`src/rtl/sha3_padder.sv`:
```
// SHA3-256 message padder: packs 64-bit words into 136-byte rate blocks,
// appends the 0x06/0x80 padding and paces blocks into the Keccak core.
module sha3_padder #(
    parameter int RATE_BYTES = 136,
    parameter int WORD_BYTES = 8
) (
    input  logic                      clk,
    input  logic                      rst,
    input  logic [WORD_BYTES*8-1:0]   msg_data,
    input  logic                      msg_valid,
    input  logic                      msg_last,
    input  logic [3:0]                msg_bytes,
    output logic                      msg_ready,
    output logic [RATE_BYTES*8-1:0]   blk_data,
    output logic                      blk_valid,
    output logic                      blk_more,
    input  logic                      core_hash_next,
    input  logic                      core_out_valid
);

    localparam int          NWORDS    = RATE_BYTES / WORD_BYTES;
    localparam logic [4:0]  LAST_WIDX = 5'(NWORDS - 1);
    localparam logic [7:0]  P_FULL    = 8'(RATE_BYTES);
    localparam logic [7:0]  P_LASTB   = 8'(RATE_BYTES - 1);

    typedef enum logic [1:0] {
        S_FILL,
        S_ISSUE,
        S_WAIT
    } state_t;

    state_t                       r_state;
    state_t                       w_next;
    logic [RATE_BYTES-1:0][7:0]   r_buf;
    logic [4:0]                   r_widx;
    logic                         r_more_q;
    logic                         r_pad_pending;
    logic                         r_core_free;
    logic                         r_blk_more;

    logic                         w_accept;
    logic                         w_issue;
    logic [3:0]                   w_nb;
    logic [7:0]                   w_p;

    // Out-of-range byte counts saturate to a full word so the stream never stalls.
    assign w_nb = (!msg_last || msg_bytes > 4'd8) ? 4'd8 : msg_bytes;
    assign w_p  = {r_widx, 3'b000} + {4'b0000, w_nb};

    always_ff @(posedge clk or posedge rst) begin
        if (rst) begin
            r_state <= S_FILL;
        end else begin
            r_state <= w_next;
        end
    end

    always_comb begin
        w_next    = r_state;
        msg_ready = 1'b0;
        blk_valid = 1'b0;
        w_accept  = 1'b0;
        w_issue   = 1'b0;
        unique case (r_state)
            S_FILL: begin
                msg_ready = 1'b1;
                w_accept  = msg_valid;
                if (msg_valid && (msg_last || r_widx == LAST_WIDX)) begin
                    w_next = S_ISSUE;
                end
            end
            S_ISSUE: begin
                // core_free only holds before the first block of a message.
                w_issue   = r_core_free || core_hash_next;
                blk_valid = w_issue;
                if (w_issue && !(r_more_q && r_pad_pending)) begin
                    w_next = r_more_q ? S_FILL : S_WAIT;
                end
            end
            S_WAIT: begin
                if (core_out_valid) begin
                    w_next = S_FILL;
                end
            end
            default: w_next = S_FILL;
        endcase
    end

    always_ff @(posedge clk or posedge rst) begin
        if (rst) begin
            r_buf         <= '0;
            r_widx        <= '0;
            r_more_q      <= 1'b0;
            r_pad_pending <= 1'b0;
            r_core_free   <= 1'b1;
            r_blk_more    <= 1'b0;
        end else begin
            if (w_accept) begin
                for (int i = 0; i < WORD_BYTES; i++) begin
                    if (4'(i) < w_nb) begin
                        r_buf[{r_widx, 3'(i)}] <= msg_data[8*i +: 8];
                    end
                end
                if (msg_last) begin
                    if (w_p == P_FULL) begin
                        r_more_q      <= 1'b1;
                        r_pad_pending <= 1'b1;
                    end else begin
                        r_buf[w_p] <= (w_p == P_LASTB) ? 8'h86 : 8'h06;
                        if (w_p != P_LASTB) begin
                            r_buf[RATE_BYTES-1] <= 8'h80;
                        end
                        r_more_q <= 1'b0;
                    end
                end else if (r_widx == LAST_WIDX) begin
                    r_more_q <= 1'b1;
                end else begin
                    r_widx <= r_widx + 5'd1;
                end
            end
            if (w_issue) begin
                r_blk_more  <= r_more_q;
                r_core_free <= 1'b0;
                r_widx      <= '0;
                r_buf       <= '0;
                // Message ended exactly on a block boundary: queue a pad-only block.
                if (r_more_q && r_pad_pending) begin
                    r_buf[0]            <= 8'h06;
                    r_buf[RATE_BYTES-1] <= 8'h80;
                    r_more_q            <= 1'b0;
                    r_pad_pending       <= 1'b0;
                end
            end
            if (r_state == S_WAIT && core_out_valid) begin
                r_core_free <= 1'b1;
            end
        end
    end

    assign blk_more = r_blk_more;

    always_comb begin
        blk_data = '0;
        for (int k = 0; k < RATE_BYTES; k++) begin
            for (int b = 0; b < 8; b++) begin
                blk_data[RATE_BYTES*8-1-8*k-b] = r_buf[k][b];
            end
        end
    end

endmodule

```
`config.mk`:
```
export PLATFORM = sky130hd
export DESIGN_NAME = sha3_padder
export DESIGN_NICKNAME = d
export VERILOG_FILES = /design/src/rtl/sha3_padder.sv
export SDC_FILE = /design/constraint.sdc
export NUM_CORES = 2
export LEC_CHECK = 0
export ABC_AREA = 1
export CAP_MARGIN = 40
export CORE_AREA = 2 2 459 461
export DETAILED_ROUTE_END_ITERATION = 8
export DIE_AREA = 0 0 461 463
export GPL_TIMING_DRIVEN = 1
export SYNTH_ARGS = -nofsm -noshare
export SYNTH_HDL_FRONTEND = slang
export SYNTH_SLANG_ARGS = --single-unit
```
`constraint.sdc`:
```
create_clock -name clk -period 46.6 [get_ports clk]
set_clock_uncertainty 0.15 [all_clocks]
set_input_delay 4.66 -clock clk [delete_from_list [all_inputs] [get_ports clk]]
set_output_delay 4.66 -clock clk [all_outputs]
set_load 0.05 [all_outputs]
```
==> results.ini <==
[sta]
hold_violations=0
rsz0062_at_grt=no
tightestPinTransition_ns=1.08
clock.fmax_mhz=87.4
setup_viol=0
drv_slew=0
max_slew_margin=0.279
setup_ws_ns=35.16
hold_slack_ns=0.331
fin_crit_sh=0.245
setup_tns_ns=0
min_period_ns=11.44

[min_path]
hold_start=blk_data[709]
hold_class=register to register
hold_end=blk_data[709]
worst_hold_path.num_cells=2

[clocking]
numCtsBuffers=138
post_cts_buffers=0
cts_tree=done
htree_levels=4
cts_hold_buf=0
clock_path_buffers=3
path_clk_slew_ns=0.06
insertion_delay_ns=0.79
clockRootBuffer=clkbuf_16
cts_resized=0
cts_sinks=1099

[critical_path]
r2r_setup_slack_ns=41.88
critPathMaxFanout=4
path_cells=clkdlybuf4s50_1 > nor2_1 > inv_1 > nand2_4 > inv_1 > clkdlybuf4s50_1
crit_path_max_incr_delay_ns=0.96
r2r-start=r_state[1]
path_class=input port to output port
startpoint_type=input port
crit_path_end_kind=output port
required_ns=41.79
ff2ff_path_depth=12
crit_arrival_ns=6.63
cp_slowest_cell=clkdlybuf4s50_1
r2r-end=blk_data[870]

[layout]
nets=8732
drive_gt1_frac=0.0569
utilization=0.364
finalNonFillerCells=11571
fillerInstances=21437
area_delta_synth_final_pct=37.4
final_area_sq_um=75800

[routing]
vias_per_cell=5.08
routed_wl_mm=300
wl_per_cell_microns=26.0
vias=58727
drt_first_iter_violations=6814
dr.pass1.iters=8
drcViolationCount=0
ant_nets=0

[global_routing]
overflow=0
grt_max_degree=198
grtUsageTotal=0.272
antenna_found_initial=40
grt_pass1_wl_mm=418
grt_pass1_vias=54347

[synth]
synthCells=7596
yosys_warnings=0
ys_async_sr_fraction=1.00
avgSynthCellArea_sq_um=7.26
synth-edff-count=0
synthFlopType=dfrtp_1
yosys_register_bits=1099
yosysSeqAreaShare=0.498
ys_types=41
synthesis.area_sq_um=55200
syn_nets=7676

[pwr]
leakage_nw=35.3
irDropWorstVdd_mv=0.0430
finalPower_mw=5.75
powerDensity_nw_per_um2=75.9

[placement]
gp_congestion=0.897
post-place-cells=11316
place_worst_setup_slack_ns=35.12
placed_area_sq_um=71200
hpwlAfterDp_mm=219
io_buffer_count=1164

[status]
outcome=finished clean

[run]
maxCapViolCount=0

[floorplanning]
fp.dieArea_sq_um=213000
dieWidth_microns=461
die_h_microns=463
start_util=0.265
rows=168
core_sq_um=209000
pin_count=1165

-- logic make-up after synthesis --
logic type,count (synthesis),synth area share
adders and majority gates,6,0.00136
AOI/OAI and AO/OA,1492,0.139
DFF,1099,0.498
muxes,5,0.000907
and+or+nand+nor,4180,0.300
buffers and inverters,814,0.0598
-- cells in the mapped netlist (7+ instances only) --
library cell,number,area share
nand2_2,25,0.0028
o21bai_1,8,0.0011
a21oi_1,281,0.025
o21ai_1,34,0.0031
nand2_1,3218,0.22
inv_2,22,0.0015
o21ai_0,1100,0.10
nand3_1,383,0.035
nand4_1,53,0.0060
nor2_4,8,0.0016
buf_1,47,0.0032
clkinv_1,11,0.00075
inv_1,349,0.024
buf_4,7,0.00095
dfrtp_1,1098,0.50
clkbuf_1,215,0.015
nor2_2,21,0.0024
buf_2,161,0.015
nor2_1,456,0.031
o211ai_1,46,0.0063
-- power by group --
group	internal [mW]	total, mW	switching [mW]
Clock	0.655	1.12	0.464
Sequential	1.25	1.51	0.265
Combinational	0.858	3.12	2.26
-- routing by layer --
layer,share of wire,global-route usage
met3,0.10,0.0814
met1,0.40,0.344
met5,0.00031,0
met4,0.067,0.158
met2,0.43,0.410
-- worst max-delay path: cells and delay by family --
kind                   cells  cell delay, ns
buffers and inverters      4            1.79
and+or+nand+nor            2            0.16
-- cell usage in the layout (no fill, tap or decap), drive strengths merged, types with 5 or more instances in the layout --
cell type      netlist  routed
diode                0      12
mux2i                5       5
buf                217     184
nand2             3244    3244
nand3              385     385
a22oi                5       5
clkinv              11      29
ha                   6       6
o22ai                5       5
nor2               486     486
clkbuf             215     207
o211ai              46      46
o21ai             1138    1138
a21oi              282     282
inv                371     377
nand4               55      55
o21bai               8       8
nor3                 8       8
bufinv               0       7
clkdlybuf4s50        0    1164
dfrtp             1098    1098
-- state kept, by name (all words and copies together), names as in the netlist --
| signal | cells |
|---|---|
| blk_data | 1088 |
| r_widx | 5 |
| r_state | 2 |
| blk_more | 1 |
| r_core_free | 1 |
| r_more_q | 1 |
| r_pad_pending | 1 |
-- final cells by class --
type,instances,area (sq um),area share
Clock buffer,207,4140,0.0546
Inverter,382,1450,0.0191
Sequential cell,1099,27500,0.363
Antenna cell,12,30.0,0.000396
Tap cell,2805,3510,0.0463
Timing Repair Buffer,1348,14200,0.188
Clock inverter,35,490,0.00647
Multi-Input combinational cell,5683,24500,0.323
-- worst max-delay path by stage --
stage	start	endpoint	depth (start not counted)
6_report	core_hash_next	blk_valid	6
3_3_place_gp	core_hash_next	blk_valid	6
5_1_grt	core_hash_next	blk_valid	6
2_1_floorplan	rst	blk_data[0]	1
3_5_place_dp	core_hash_next	blk_valid	6
4_1_cts	core_hash_next	blk_valid	6
Note: power is estimated with default switching activity, not from simulation.
